<file path="src/rtl/debounce_pkg.sv">
// Shared constants and counter-width helper for the debounce_multi family.
package debounce_pkg;

  localparam int DEBOUNCE_DEFAULT_DELAY = 2500;
  localparam int DEBOUNCE_DEFAULT_HOLD  = 50_000_000;

  // Bits needed to hold every value 0..max_count inclusive.
  function automatic int cnt_width(input int max_count);
    return $clog2(max_count + 1);
  endfunction

endpackage

</file>
<file path="src/rtl/debounce_multi_if.sv">
// Button/status bundle between board pins and the debouncer; the debouncer takes the slave side.
interface debounce_multi_if #(
  parameter int CHANNELS = 4
) ();

  logic [CHANNELS-1:0] button;
  logic [CHANNELS-1:0] level;
  logic [CHANNELS-1:0] pressed;
  logic [CHANNELS-1:0] released;
  logic [CHANNELS-1:0] held;
  logic                any_event;

  modport master (
    output button,
    input  level, pressed, released, held, any_event
  );

  modport slave (
    input  button,
    output level, pressed, released, held, any_event
  );

endinterface

</file>
<file path="src/rtl/debounce_channel.sv">
// One debounce channel: 2-flop synchroniser, stability counter, clean level and edge strobes.
// The long-press detector is compiled in only when DEBOUNCE_HOLD_EN is defined.
module debounce_channel
  import debounce_pkg::*;
#(
  parameter int DELAY_COUNTS = DEBOUNCE_DEFAULT_DELAY,
  parameter int HOLD_COUNTS  = DEBOUNCE_DEFAULT_HOLD
) (
  input  logic clk,
  input  logic reset,
  input  logic button,
  output logic level,
  output logic pressed,
  output logic released,
  output logic held,
  output logic event_next
);

  localparam int              CW        = cnt_width(DELAY_COUNTS);
  localparam logic [CW-1:0]   DELAY_MAX = CW'(DELAY_COUNTS);

  if (DELAY_COUNTS < 1) begin : g_bad_delay
    $error("debounce_channel: DELAY_COUNTS must be >= 1");
  end
  if (HOLD_COUNTS < 1) begin : g_bad_hold
    $error("debounce_channel: HOLD_COUNTS must be >= 1");
  end

  logic [1:0]    sync_q;
  logic          sync;
  logic          prev;
  logic [CW-1:0] count;
  logic          update;
  logic          level_next;

  assign sync = sync_q[1];

  // NOTE: every variable written here gets a value before any condition, so no latch is inferred.
  always_comb begin
    update     = 1'b0;
    level_next = level;
    if ((count == DELAY_MAX) && (prev != level)) begin
      update     = 1'b1;
      level_next = prev;
    end
  end

  assign event_next = update;

  // NOTE: sequential state uses non-blocking assignments so every flop samples pre-edge values.
  always_ff @(posedge clk or posedge reset) begin
    if (reset) begin
      sync_q   <= '0;
      prev     <= 1'b0;
      count    <= '0;
      level    <= 1'b0;
      pressed  <= 1'b0;
      released <= 1'b0;
    end else begin
      sync_q <= {sync_q[0], button};
      prev   <= sync;
      // Any toggle restarts the window; a settled input parks the counter at the limit.
      if (sync != prev) begin
        count <= '0;
      end else if (count != DELAY_MAX) begin
        count <= count + CW'(1);
      end
      level    <= level_next;
      pressed  <= update && prev;
      released <= update && !prev;
    end
  end

`ifdef DEBOUNCE_HOLD_EN
  localparam int            HW       = cnt_width(HOLD_COUNTS);
  localparam logic [HW-1:0] HOLD_MAX = HW'(HOLD_COUNTS);

  logic [HW-1:0] hold_count;
  logic [HW-1:0] hold_next;

  always_comb begin
    hold_next = hold_count;
    if (!level) begin
      hold_next = '0;
    end else if (hold_count != HOLD_MAX) begin
      hold_next = hold_count + HW'(1);
    end
  end

  // Gating with level_next drops held on the very edge that level falls.
  always_ff @(posedge clk or posedge reset) begin
    if (reset) begin
      hold_count <= '0;
      held       <= 1'b0;
    end else begin
      hold_count <= hold_next;
      held       <= level_next && (hold_next == HOLD_MAX);
    end
  end
`else
  assign held = 1'b0;
`endif

endmodule

</file>
<file path="src/rtl/debounce_multi.sv">
// N-channel button/switch debouncer: independent channels plus a registered any_event flag.
// Define DEBOUNCE_HOLD_EN to compile in the per-channel long-press (held) detector.
module debounce_multi
  import debounce_pkg::*;
#(
  parameter int CHANNELS     = 4,
  parameter int DELAY_COUNTS = DEBOUNCE_DEFAULT_DELAY,
  parameter int HOLD_COUNTS  = DEBOUNCE_DEFAULT_HOLD
) (
  input  logic             clk,
  input  logic             reset,
  debounce_multi_if.slave  bus
);

  if (CHANNELS < 1) begin : g_bad_channels
    $error("debounce_multi: CHANNELS must be >= 1");
  end

  logic [CHANNELS-1:0] level_v;
  logic [CHANNELS-1:0] pressed_v;
  logic [CHANNELS-1:0] released_v;
  logic [CHANNELS-1:0] held_v;
  logic [CHANNELS-1:0] event_next_v;
  logic                any_event_q;

  for (genvar i = 0; i < CHANNELS; i++) begin : g_ch
    debounce_channel #(
      .DELAY_COUNTS (DELAY_COUNTS),
      .HOLD_COUNTS  (HOLD_COUNTS)
    ) u_ch (
      .clk        (clk),
      .reset      (reset),
      .button     (bus.button[i]),
      .level      (level_v[i]),
      .pressed    (pressed_v[i]),
      .released   (released_v[i]),
      .held       (held_v[i]),
      .event_next (event_next_v[i])
    );
  end

  // Registered from the channels' next-strobe terms so it lines up with pressed/released.
  always_ff @(posedge clk or posedge reset) begin
    if (reset) begin
      any_event_q <= 1'b0;
    end else begin
      any_event_q <= |event_next_v;
    end
  end

  assign bus.level     = level_v;
  assign bus.pressed   = pressed_v;
  assign bus.released  = released_v;
  assign bus.held      = held_v;
  assign bus.any_event = any_event_q;

endmodule
</file>
<file path="src/flat_wrapper.sv">
// flat-port wrapper written by rule: the top's interface ports become plain ports
module debounce_multi_flat import debounce_pkg::*;
#(
  parameter int CHANNELS     = 4,
  parameter int DELAY_COUNTS = DEBOUNCE_DEFAULT_DELAY,
  parameter int HOLD_COUNTS  = DEBOUNCE_DEFAULT_HOLD
)
  (clk, reset, bus_button, bus_level, bus_pressed, bus_released, bus_held, bus_any_event);
  debounce_multi_if #(.CHANNELS(CHANNELS)) bus_i ();
  input  logic clk;
  input  logic reset;
  input wire logic [$bits(bus_i.button)-1:0] bus_button;
  output wire logic [$bits(bus_i.level)-1:0] bus_level;
  output wire logic [$bits(bus_i.pressed)-1:0] bus_pressed;
  output wire logic [$bits(bus_i.released)-1:0] bus_released;
  output wire logic [$bits(bus_i.held)-1:0] bus_held;
  output wire logic [$bits(bus_i.any_event)-1:0] bus_any_event;
  assign bus_i.button = bus_button;
  assign bus_level = bus_i.level;
  assign bus_pressed = bus_i.pressed;
  assign bus_released = bus_i.released;
  assign bus_held = bus_i.held;
  assign bus_any_event = bus_i.any_event;
  debounce_multi #(.CHANNELS(CHANNELS), .DELAY_COUNTS(DELAY_COUNTS), .HOLD_COUNTS(HOLD_COUNTS)) u_core (.clk(clk), .reset(reset), .bus(bus_i));
endmodule
</file>
<file path="config.mk">
export PLATFORM = sky130hd
export DESIGN_NAME = debounce_multi_flat
export DESIGN_NICKNAME = d
export VERILOG_FILES = /design/src/rtl/debounce_pkg.sv /design/src/rtl/debounce_multi_if.sv /design/src/rtl/debounce_channel.sv /design/src/rtl/debounce_multi.sv /design/src/flat_wrapper.sv
export SDC_FILE = /design/constraint.sdc
export NUM_CORES = 1
export LEC_CHECK = 0
export ABC_AREA = 1
export BUFFER_PORTS_ARGS = -buffer_cell sky130_fd_sc_hd__buf_2
export CAP_MARGIN = 30
export CELL_PAD_IN_SITES_DETAIL_PLACEMENT = 1
export CELL_PAD_IN_SITES_GLOBAL_PLACEMENT = 1
export CORE_MARGIN = 2
export CORE_UTILIZATION = 30
export DETAILED_ROUTE_END_ITERATION = 16
export GPL_TIMING_DRIVEN = 0
export HOLD_SLACK_MARGIN = 0.02
export PLACE_DENSITY_LB_ADDON = 0.1
export REMOVE_ABC_BUFFERS = 1
export SETUP_SLACK_MARGIN = 0.3
export SYNTH_ARGS = -nofsm -noshare
export SYNTH_HDL_FRONTEND = slang
export SYNTH_SLANG_ARGS = --single-unit
</file>
<file path="constraint.sdc">
create_clock -name clk -period 2.8 [get_ports clk]
set_clock_uncertainty 0.05 [all_clocks]
set_input_delay 0.56 -clock clk [delete_from_list [all_inputs] [get_ports clk]]
set_output_delay 0.56 -clock clk [all_outputs]
set_load 0.05 [all_outputs]
</file>
==> results of run 1 <==
[final cells by class]
type / instances / area (sq um) / share of cell area, %
sequential: 73 / 1830 / 44.1
multi-input combinational: 267 / 1500 / 36.2
clock buffer: 13 / 260 / 6.28
inverter: 63 / 240 / 5.80
tap: 147 / 184 / 4.44
timing repair buffer: 19 / 118 / 2.84
clock inverter: 3 / 15.0 / 0.362
[synth_stat cells, types with 2 or more instances]
master,instances
nand3_2,4
inv_1,48
nand3_1,15
nor2_2,5
xor2_2,2
xor2_1,7
nor2_4,6
nand2_2,10
o21ai_0,11
nor3_2,2
a21oi_1,20
dfrtp_1,73
and3_1,3
nor3_1,16
nand2_1,65
o21ai_1,21
a31oi_1,2
nor2_1,46
nand4_1,8
buf_4,16
ha_1,8
inv_2,14
[through the flow]
stage	instances	util (%)	TNS [ns]	power, uW
3_5_place_dp	569	32.4	0	1330
5_1_grt	585	34.7	0	2510
4_1_cts	585	34.7	0	2450
6_report	585	34.7	0	2390
2_1_floorplan	403	-	0	1270
3_3_place_gp	568	32.1	-61.27	1320
[power groups by stage]
stage | combinational, uW | sequential, uW | clock, uW
2_1_floorplan | 132 | 1140 | 0
3_3_place_gp | 171 | 1150 | 0
3_5_place_dp | 184 | 1150 | 0
4_1_cts | 183 | 1130 | 1130
5_1_grt | 204 | 1140 | 1170
6_report | 176 | 1130 | 1080
[routing by layer]
metal  up-vias  global-route usage [%]  wire length [microns]
li1       1344                       -                      -
met5         -                       0                      0
met3        11                    3.65                    232
met1      1285                    17.4                   3850
met4         0                    5.28                    140
met2        25                    20.9                   3620
[worst paths after layout]
| kind | to | slack, ns | cells past startpoint |
|---|---|---|---|
| worst max register to register | u_core.bus.any_event$_DFF_PP0_ | 1.28 | 8 |
| min in group clk | u_core.g_ch[2].u_ch.sync_q[0]$_DFF_PP0_ | 0.28 | 1 |
| worst min register to register | u_core.g_ch[2].u_ch.sync_q[1]$_DFF_PP0_ | 0.29 | 0 |
| worst max-delay path | bus_level[0] | 1.14 | 1 |
| max in group asynchronous | u_core.g_ch[3].u_ch.count[3]$_DFFE_PP0P_ | 2.08 | 3 |
| worst min-delay path | u_core.g_ch[0].u_ch.released$_DFF_PP0_ | 0.07 | 2 |
[state kept, by name (all words and copies together) (netlist names)]
name and count:
u_core.bus.any_event 1, u_core.g_ch.u_ch.count 48, u_core.g_ch.u_ch.level 4, u_core.g_ch.u_ch.pressed 4, u_core.g_ch.u_ch.prev 4, u_core.g_ch.u_ch.released 4, u_core.g_ch.u_ch.sync_q 8
[cell families after synthesis]
kind of cell | synth area share [%]
xor gates and xnor gates | 3.54
other | 0.102
and+or+nand+nor | 25.4
buffers and inverters | 9.74
AOI/OAI and AO/OA | 8.75
DFF | 49.7
adders and majority gates | 2.72
==> flow_metrics.env, run 1 <==
export IMPL_worstPathMaxFanout=4
export IMPL_cp_cell_sequence="buf_2"
export IMPL_fp_dieH_microns=115
export IMPL_cp_arrival_ns=1.05
export IMPL_ys_warn_count=0
export IMPL_status="finished, final reports clean"
export IMPL_initial_utilization_pct=30.7
export IMPL_r2r_start="u_core.g_ch[2].u_ch.count[0]$_DFFE_PP0P_"
export IMPL_cts_resized=0
export IMPL_switchingPower_uw=597
export IMPL_synth_flop_cell="dfrtp_1"
export IMPL_place_congestion=0.721
export IMPL_hold_path_class="input pin to asynchronous set/reset pin"
export IMPL_whs_ns=0.0732
export IMPL_syn2layout_area_growth_pct=12.8
export IMPL_drv_cap=0
export IMPL_p_seq_share_pct=47.3
export IMPL_cts_tree="yes"
export IMPL_grt_max_degree=66
export IMPL_hold_viol=0
export IMPL_cts_sinks=73
export IMPL_first_pass_iters=4
export IMPL_die_w_microns=115
export IMPL_end_kind="primary output"
export IMPL_yosys_area_top_type="dfrtp_1"
export IMPL_pwr_share_comb_pct=7.4
export IMPL_post_place_ws_ns=1.29
export IMPL_crit_family="flip-flops"
export IMPL_slowest_delay_ns=0.42
export IMPL_placed_cell_area_sq_um=3870
export IMPL_cts_made_buffers=9
export IMPL_diodes=0
export IMPL_drt_initial_drc_count=87
export IMPL_cts_hold_buffers=0
export IMPL_nNetsFinal=447
export IMPL_p_sw_share_pct=25.0
export IMPL_via_count=2665
export IMPL_grt_pass1_wl_microns=13500
export IMPL_fmax_mhz=602
export IMPL_coreArea_sq_um=12000
export IMPL_criticalPathCategory="register to primary output"
export IMPL_ant_nets=0
export IMPL_htree_levels=3
export IMPL_nFillCells=1413
export IMPL_gr_total_overflow=0
export IMPL_num_rows=40
export IMPL_clk_pin_slew_ns=0.06
export IMPL_die_area_sq_um=13200
export IMPL_internal_power_uw=1790
export IMPL_postLayoutSetupSlackWorst_ns=1.14
export IMPL_portBuffers=18
export IMPL_final_layout_size_suffix_gt1_share_pct=19.9
export IMPL_cts_max_path_buffers=2
export IMPL_avgViaCountPerCell=4.56
export IMPL_final_cell_area_sq_um=4150
export IMPL_peakVddDrop_mv=0.324
export IMPL_synthTopCellsByArea="dfrtp_1 50%, nand2_1 6.6%, inv_1 4.9%"
export IMPL_p_leak_uw=0.00205
export IMPL_grt_usage_pct=13.3
export IMPL_cpMaxStageDelayCell="dfrtp_1"
export IMPL_io_pins=23
export IMPL_postSynthAreaPerCell_sq_um=8.83
export IMPL_seq_area_frac_synth_pct=49.7
export IMPL_syn_cell_area_sq_um=3670
export IMPL_routed_wl_microns=7840
export IMPL_place_detailed_hpwl_microns=5700
export IMPL_fin_crit_sh_pct=59.3
export IMPL_async_reset_ff_share_pct=100
export IMPL_ys_seq_elements=73
export IMPL_cts_root_buf="clkbuf_16"
export IMPL_final_cell_mix="73 x dfrtp_1, 65 x nand2_1, 47 x inv_1"
export IMPL_wire_per_inst_microns=13.4
export IMPL_mostFrequentLayoutCell="dfrtp_1"
export IMPL_finalSetupViolCount=0
export IMPL_grt_pass1_vias=2736
export IMPL_pwr_share_clk_pct=45.3
export IMPL_synth_cells=416
export IMPL_fin_crit_ns=1.66
export IMPL_worstPathRequired_ns=2.19
export IMPL_rsz0062_at_grt="false"
export IMPL_crit_start="u_core.g_ch[0].u_ch.level$_DFFE_PP0P_"
export IMPL_powerDensity_nw_per_um2=577
export IMPL_antenna_found_initial=0
export IMPL_yosys_cell_types_count=36
export IMPL_synth_top_cell_area_share_pct=49.7
export IMPL_clock_latency_ns=0.34
export IMPL_slew_viol_final=0
export IMPL_drc=0
export IMPL_synth_edf_count=0
export IMPL_path_buf_inv=1
export IMPL_crit_path_start_kind="register"
export IMPL_cts_setup_buffers=0
Power figures use the tool's default switching activity.
==> run 2: changes to the inputs <==
==> constraint.sdc (replaced) <==
create_clock -name clk -period 1.3 [get_ports clk]
set_clock_uncertainty 0.05 [all_clocks]
set_input_delay 0.26 -clock clk [delete_from_list [all_inputs] [get_ports clk]]
set_output_delay 0.26 -clock clk [all_outputs]
set_load 0.05 [all_outputs]
==> flow_metrics.env, run 2 (synthesis gave the netlist of run 1 again) <==
export IMPL_layoutNonFillerInstCount=653
export IMPL_fin_crit_ns=1.41
export IMPL_cts_made_buffers=9
export IMPL_drc=0
export IMPL_wire_per_inst_microns=14.0
export IMPL_via_count=2982
export IMPL_p_seq_share_pct=43.6
export IMPL_rsz0062_at_grt="true"
export IMPL_place_congestion=0.721
export IMPL_slowest_delay_ns=0.45
export IMPL_nNetsFinal=515
export IMPL_cts_hold_buffers=5
export IMPL_worstPathMaxFanout=6
export IMPL_r2r_slack_ns=-0.11
export IMPL_cts_root_buf="clkbuf_16"
export IMPL_crit_top_cell="nand2_4"
export IMPL_io_pins=23
export IMPL_grt_pass1_wl_microns=14600
export IMPL_num_rows=40
export IMPL_initial_utilization_pct=30.7
export IMPL_crit_family="flip-flops"
export IMPL_r2r_end="u_core.g_ch[3].u_ch.count[1]$_DFFE_PP0P_"
export IMPL_final_layout_size_suffix_gt1_share_pct=52.4
export IMPL_power_uw=5710
export IMPL_die_w_microns=115
export IMPL_avgViaCountPerCell=4.57
export IMPL_fin_crit_sh_pct=108
export IMPL_worstPathRequired_ns=1.47
export IMPL_p_sw_share_pct=26.5
export IMPL_fin_util_pct=45.6
export IMPL_violations="negative hold slack, negative setup slack"
export IMPL_powerDensity_nw_per_um2=1050
export IMPL_path_buf_inv=2
export IMPL_slew_viol_final=0
export IMPL_first_pass_iters=4
export IMPL_p_leak_uw=0.00260
export IMPL_routed_wl_microns=9150
export IMPL_diodes=0
export IMPL_fmax_mhz=710
export IMPL_die_area_sq_um=13200
export IMPL_top_regs="u_core.g_ch.u_ch.count x48, u_core.g_ch.u_ch.sync_q x8"
export IMPL_grt_pass1_vias=3019
export IMPL_criticalPathCategory="register to register"
export IMPL_hold_viol=58
export IMPL_pwr_share_comb_pct=15.3
export IMPL_final_cell_mix="52 x dfrtp_1, 46 x nand2_1, 43 x buf_4"
export IMPL_coreArea_sq_um=12000
export IMPL_internal_power_uw=4200
export IMPL_drt_initial_drc_count=90
export IMPL_ant_nets=0
export IMPL_reg2regPathDepth=8
export IMPL_cts_tree="yes"
export IMPL_hold_path_class="input pin to asynchronous set/reset pin"
export IMPL_finalSetupViolCount=19
export IMPL_finalSetupTns_ns=-0.778
export IMPL_dp_cells=569
export IMPL_fp_dieH_microns=115
export IMPL_postLayoutSetupSlackWorst_ns=-0.109
export IMPL_pwr_share_clk_pct=41.1
export IMPL_antenna_found_initial=0
export IMPL_htree_levels=3
export IMPL_largest_register="u_core.g_ch.u_ch.count"
export IMPL_syn2layout_area_growth_pct=48.5
export IMPL_portBuffers=18
export IMPL_end_kind="register"
export IMPL_status="finished with violations"
export IMPL_drv_cap=0
export IMPL_gr_total_overflow=0
export IMPL_cp_arrival_ns=1.58
export IMPL_place_detailed_hpwl_microns=5700
export IMPL_cts_sinks=73
export IMPL_largest_reg_flops=48
export IMPL_grt_usage_pct=14.3
export IMPL_mostFrequentLayoutCell="dfrtp_1"
export IMPL_cts_max_path_buffers=2
export IMPL_crit_path_start_kind="register"
export IMPL_switchingPower_uw=1510
export IMPL_grt_max_degree=66
export IMPL_whs_ns=-0.0510
export IMPL_clk_pin_slew_ns=0.06
export IMPL_peakVddDrop_mv=0.716
export IMPL_cpMaxStageDelayCell="dfrtp_2"
export IMPL_cp_cell_sequence="inv_2, ha_4, nand2_4, nor2_4, nand2_4, buf_4, nand3_2, o31ai_2"
export IMPL_clock_latency_ns=0.34
export IMPL_r2r_start="u_core.g_ch[3].u_ch.count[0]$_DFFE_PP0P_"
-- run 2: area by class of cell --
type,instances,area (sq um)
clock inverter,3,15.0
multi-input combinational,267,2080
tap,147,184
sequential,73,1850
timing repair buffer,86,807
inverter,63,254
clock buffer,13,260
timing repair inverter,1,7.51
fill,1325,6500
-- run 2: tightest hold or removal path: stages --
cell	delay, ns
buf_2	0.11
inv_4	0.07
buf_16	0.29
-- run 2: timing repair --
item | 4_1_cts | 5_1_grt
pin swaps | 36 | 41
setup endpoints to repair | 74 | 74
resized for setup | 118 | 97
endpoints found under the hold margin | 12 | 65
setup buffers | 32 | 30
cloned | 1 | 0
-- run 2: power by group through the flow --
stage	logic (uW)	clock network, uW	registers [uW]
final	874	2350	2490
after CTS	654	2440	2460
after global routing	948	2520	2500
after detailed placement	396	0	2480
after global placement	369	0	2480
after floorplan	285	0	2460
-- run 2: how the worst max path moves through the flow --
stage | slack [ns] | start | endpoint | cells after the start
2_1_floorplan | -0.86 | reset | u_core.bus.any_event$_DFF_PP0_ | 1
3_3_place_gp | -2.04 | reset | u_core.g_ch[2].u_ch.count[7]$_DFFE_PP0P_ | 2
3_5_place_dp | -0.21 | u_core.g_ch[3].u_ch.count[0]$_DFFE_PP0P_ | u_core.bus.any_event$_DFF_PP0_ | 8
4_1_cts | -0.10 | u_core.g_ch[3].u_ch.count[0]$_DFFE_PP0P_ | u_core.bus.any_event$_DFF_PP0_ | 8
5_1_grt | -0.18 | u_core.g_ch[2].u_ch.count[0]$_DFFE_PP0P_ | u_core.g_ch[2].u_ch.count[8]$_DFFE_PP0P_ | 7
6_report | -0.11 | u_core.g_ch[3].u_ch.count[0]$_DFFE_PP0P_ | u_core.g_ch[3].u_ch.count[1]$_DFFE_PP0P_ | 8
-- run 2: routing by layer --
| layer | GRT usage [%] | vias to the layer above | share of wire, % |
|---|---|---|---|
| li1 | - | 1487 | - |
| met1 | 18.2 | 1460 | 45 |
| met2 | 23.4 | 25 | 51 |
| met3 | 3.71 | 10 | 2.5 |
| met4 | 5.61 | 0 | 1.4 |
| met5 | 0 | - | 0 |
-- run 2: metrics by stage --
stage / setup WS [ns] / cell area, sq um / hold slack [ns]
floorplan: -0.863 / 3570 / 0.241
global placement: -2.04 / 3840 / 0.284
detailed placement: -0.210 / 3870 / 0.132
CTS: -0.103 / 4870 / -0.0194
global route: -0.184 / 5460 / -0.0291
finish: -0.109 / 5460 / -0.0510
